### src/rtl/rn_w_sequencer.sv
// RN write-path sequencer: queues accepted AW entries in order, gates CPU W beats
// onto the NoC with head/tail/target markers, and caps the number of writes in flight.
module rn_w_sequencer #(
   parameter int DEPTH     = 4,
   parameter int MAX_OUTST = 8
) (
   input  logic        clk,
   input  logic        rst,
   input  logic        s_awvalid,
   output logic        s_awready,
   input  logic [10:0] s_awid,
   input  logic [7:0]  s_awlen,
   input  logic [1:0]  s_aw_tgtid,
   output logic        m_aw_valid,
   input  logic        m_aw_ready,
   input  logic        s_wvalid,
   output logic        s_wready,
   input  logic        s_wlast,
   output logic        m_w_valid,
   input  logic        m_w_ready,
   output logic        m_w_head,
   output logic        m_w_tail,
   output logic [1:0]  m_w_tgtid,
   output logic [9:0]  m_w_id,
   input  logic        b_fire,
   output logic [7:0]  outst_cnt,
   output logic        err_wlast,
   output logic        err_b_underflow
);

   localparam int PW = $clog2(DEPTH);
   localparam logic [7:0] MAX_CNT = 8'(MAX_OUTST);
   localparam logic [PW:0] PTR_ONE = {{PW{1'b0}}, 1'b1};

   // Entry layout: {id[9:0], len[7:0], tgt[1:0]}
   logic [19:0] mem [DEPTH];
   logic [PW:0] wr_ptr;
   logic [PW:0] rd_ptr;
   logic [7:0]  beat_cnt;
   logic [19:0] head_entry;
   logic [7:0]  head_len;
   logic        full;
   logic        empty;
   logic        aw_ok;
   logic        w_ok;
   logic        aw_hs;
   logic        w_hs;
   logic        unused_awid_msb;

   assign unused_awid_msb = s_awid[10];

   // Extra pointer bit distinguishes full from empty when the indices coincide.
   assign empty = (wr_ptr == rd_ptr);
   assign full  = (wr_ptr[PW] != rd_ptr[PW]) && (wr_ptr[PW-1:0] == rd_ptr[PW-1:0]);

   assign aw_ok      = !full && (outst_cnt < MAX_CNT) && !rst;
   assign m_aw_valid = s_awvalid && aw_ok;
   assign s_awready  = m_aw_ready && aw_ok;
   assign aw_hs      = s_awvalid && s_awready;

   assign w_ok      = !empty && !rst;
   assign m_w_valid = s_wvalid && w_ok;
   assign s_wready  = m_w_ready && w_ok;
   assign w_hs      = s_wvalid && s_wready;

   // An empty queue presents an all-zero entry, so head and tail both read 1.
   assign head_entry = empty ? 20'd0 : mem[rd_ptr[PW-1:0]];
   assign head_len   = head_entry[9:2];
   assign m_w_id     = head_entry[19:10];
   assign m_w_tgtid  = head_entry[1:0];
   assign m_w_head   = (beat_cnt == 8'd0);
   assign m_w_tail   = (beat_cnt == head_len);

   always_ff @(posedge clk) begin
      if (aw_hs) begin
         mem[wr_ptr[PW-1:0]] <= {s_awid[9:0], s_awlen, s_aw_tgtid};
      end
   end

   always_ff @(posedge clk) begin
      if (rst) begin
         wr_ptr   <= '0;
         rd_ptr   <= '0;
         beat_cnt <= '0;
      end else begin
         if (aw_hs) begin
            wr_ptr <= wr_ptr + PTR_ONE;
         end
         if (w_hs) begin
            if (m_w_tail) begin
               rd_ptr   <= rd_ptr + PTR_ONE;
               beat_cnt <= '0;
            end else begin
               beat_cnt <= beat_cnt + 8'd1;
            end
         end
      end
   end

   // A B response with nothing in flight is flagged but never drives the count below 0.
   always_ff @(posedge clk) begin
      if (rst) begin
         outst_cnt       <= '0;
         err_wlast       <= 1'b0;
         err_b_underflow <= 1'b0;
      end else begin
         if (aw_hs && !b_fire) begin
            outst_cnt <= outst_cnt + 8'd1;
         end else if (!aw_hs && b_fire && (outst_cnt != 8'd0)) begin
            outst_cnt <= outst_cnt - 8'd1;
         end
         err_wlast       <= w_hs && (s_wlast != m_w_tail);
         err_b_underflow <= b_fire && (outst_cnt == 8'd0);
      end
   end

endmodule

### config.mk
export PLATFORM = sky130hd
export DESIGN_NAME = rn_w_sequencer
export DESIGN_NICKNAME = d
export VERILOG_FILES = /design/src/rtl/rn_w_sequencer.sv
export SDC_FILE = /design/constraint.sdc
export NUM_CORES = 1
export LEC_CHECK = 0
export ABC_CLOCK_PERIOD_IN_PS = 6400
export CORE_ASPECT_RATIO = 0.7
export CORE_UTILIZATION = 60
export CTS_CLUSTER_DIAMETER = 120
export CTS_CLUSTER_SIZE = 14
export DETAILED_ROUTE_END_ITERATION = 7
export PLACE_DENSITY = 0.81
export SLEW_MARGIN = 20
export SYNTH_ARGS = -nofsm -noshare
export SYNTH_HDL_FRONTEND = slang
export SYNTH_SLANG_ARGS = --single-unit
### constraint.sdc
create_clock -name clk -period 6.4 [get_ports clk]
set_clock_uncertainty 0.2 [all_clocks]
set_input_delay 1.28 -clock clk [delete_from_list [all_inputs] [get_ports clk]]
set_output_delay 1.28 -clock clk [all_outputs]
set_load 0.005 [all_outputs]
==> flow_summary.toml <==
[cts]
h-tree-depth = 3
cts_tree = "built"
insertion_delay_ns = 0.35
path_clk_slew_ns = 0.09
cts_sinks = 106
cts_buffer_depth = 2
cts_hold_buf = 0
ctsResizeCount = 0
cts_setup_buffers = 0
root_buffer = "clkbuf_8"
numCtsBuffers = 9

[min_path]
hp-class = "reg -> reg"
holdPathEnd = "rd_ptr[2]"
hold_depth = 2
hp-start = "rd_ptr[2]"

[logic_synthesis]
ys_warn_count = 0
ys_seq_area_share_pct = 62.4
synth-edff-count = 80
ys.flop_type = "edfxtp_1"
synth_seq_cells = 106
syn_inst = 329
async_flop_share_pct = 0
postSynthAreaPerCell_sq_um = 14.2
synthDistinctLibCells = 49
syn_nets = 372
synth.cell_area_sq_um = 4680

[critical_path]
reg2reg_setup_slack_ns = 2.42
timing.rr.end = "outst_cnt[7]"
path_class = "reg -> out"
start_kind = "flop"
r2r_start = "wr_ptr[0]"
cp_max_fo = 20
worstPathArrival_ns = 3.57
required_ns = 4.92
ff2ff_path_depth = 12
endpoint_kind = "output pin"

[timing]
worst_pin_slew_ns = 1.02
rsz0062_at_grt = "no"
fmax_ghz = 0.198
setup_viol = 0
slew_headroom_pct = 31.7
finalHoldViolations = 0
setup_tns_ns = 0
fin_crit_ns = 5.05
hold-worst-slack_ns = 0.317
period_share_pct = 78.9
slew_violations = 0

[global_routing]
grt_pass1_vias = 2904
antenna_found_initial = 0
grt_max_degree = 30
grt-ovfl-total = 0
gr-usage-all-layers_pct = 22.8
grt_pass1_wl_um = 14100

[place]
dpl.hpwl_um = 5840
portBuffers = 55
gp_congestion = 0.798

[finish]
drive_gt1_share_pct = 10.8
synthToLayoutAreaGrowth_pct = 17.8
layout_commonest_cell = "edfxtp_1"
layout_common_cells = "80 x edfxtp_1, 55 x clkdlybuf4s50_1, 29 x nor2_1"
regArea_sq_um = 2920
nets = 428
num_antenna_cells = 0
multi_input_area_sq_um = 1660
fin_util_pct = 74.4
fillers = 509

[run_status]
status = "complete, no violations"

[route]
antenna_left = 0
via_count = 2851
routed_wl_um = 8660
drt-initial-drc-count = 115
vias_per_cell = 5.84
drc_errors = 0
first_pass_iters = 4
routedWlPerCell_um = 17.7

[pwr]
p_total_mw = 1.65
p_leak_nw = 1.86
p_per_area_nw_per_um2 = 300
max-vdd-ir-drop_v = 0.000256

[floorplanning]
die_area_sq_um = 8170
die_x_um = 108
rows = 26
die_h_um = 75.9
ios = 57
core_sq_um = 7420
start_util_pct = 63.2

[run]
drv_cap = 0
[cell type report]
cell class,count,share of cell area (%)
Inverter,10,0.680
Multi-Input combinational cell,200,30.1
Clock inverter,7,1.36
Timing Repair Buffer,58,10.4
Sequential cell,106,53.0
Tap cell,98,2.22
Clock buffer,9,2.25
[worst max path at each step]
stage	endpoint	slack, ns	from	cells past startpoint
floorplan	outst_cnt[7]	2.12	rst	11
global placement	outst_cnt[7]	1.43	rst	12
detailed placement	outst_cnt[7]	1.35	rst	12
CTS	m_w_tail	1.32	flop	7
global route	m_w_tail	1.06	flop	7
finish	m_w_tail	1.35	flop	7
[cell families after synthesis]
| logic type | count (synthesis) | share of synthesized area, % |
|---|---|---|
| buf+inv | 23 | 2.19 |
| flops | 106 | 62.4 |
| mux | 28 | 11.4 |
| compound gates | 39 | 5.24 |
| fa+ha+maj | 14 | 3.90 |
| xor+xnor | 16 | 2.99 |
| simple gates | 103 | 11.9 |
[registers in the layout, indices dropped and copies added, names as in the netlist, named ones only]
name and cells:
err_wlast 1, mem 80, err_b_underflow 1, outst_cnt 8, rd_ptr 3, wr_ptr 3
beat_cnt 8
[worst max-delay path, stage by stage, from the launching register on]
cell and delay (ns):
dfxtp_1 0.97, mux4_1 0.51, nor4bb_1 0.30, a22oi_1 0.14, a32oi_1 0.24, nand3_2 0.25
inv_1 0.27, clkdlybuf4s50_1 0.54
[cells in the mapped netlist, drive strengths merged, types with 4 or more instances]
| master | instances | share of area (%) |
|---|---|---|
| nand2b | 4 | 0.53 |
| nor2b | 4 | 0.53 |
| mux4 | 20 | 9.7 |
| and2 | 17 | 2.3 |
| edfxtp | 80 | 51 |
| nor3 | 4 | 0.43 |
| mux2i | 7 | 1.5 |
| nor3b | 4 | 0.64 |
| or4 | 6 | 1.0 |
| dfxtp | 26 | 11 |
| nand3 | 10 | 1.2 |
| buf | 4 | 0.67 |
| ha | 13 | 3.5 |
| a21oi | 10 | 1.1 |
| nor2 | 29 | 2.3 |
| inv | 10 | 0.80 |
| nand2 | 12 | 0.96 |
| o21ai | 11 | 1.2 |
| clkbuf | 9 | 0.72 |
| xnor2 | 13 | 2.4 |
[through the flow]
| step | cells | cell area (sq um) | setup WS, ns |
|---|---|---|---|
| floorplan | 329 | 4680 | 2.12 |
| global placement | 472 | 5320 | 1.43 |
| detailed placement | 472 | 5320 | 1.35 |
| CTS | 488 | 5510 | 1.32 |
| global route | 488 | 5520 | 1.06 |
| finish | 488 | 5520 | 1.35 |
[metal layers]
metal | routed length, um | track usage [%] | vias up
met4 | 40 | 5.75 | 0
met5 | 0 | 0 | -
li1 | - | - | 1353
met3 | 316 | 4.99 | 6
met2 | 4350 | 38.3 | 63
met1 | 3950 | 30.4 | 1429
[report_power, final]
part | switching [mW] | total [mW] | internal, mW | leakage [nW]
logic | 0.210 | 0.438 | 0.228 | 0.826
registers | 0.0300 | 0.806 | 0.776 | 0.932
clock network | 0.225 | 0.410 | 0.185 | 0.0996
(Power assumes the default switching activity.)
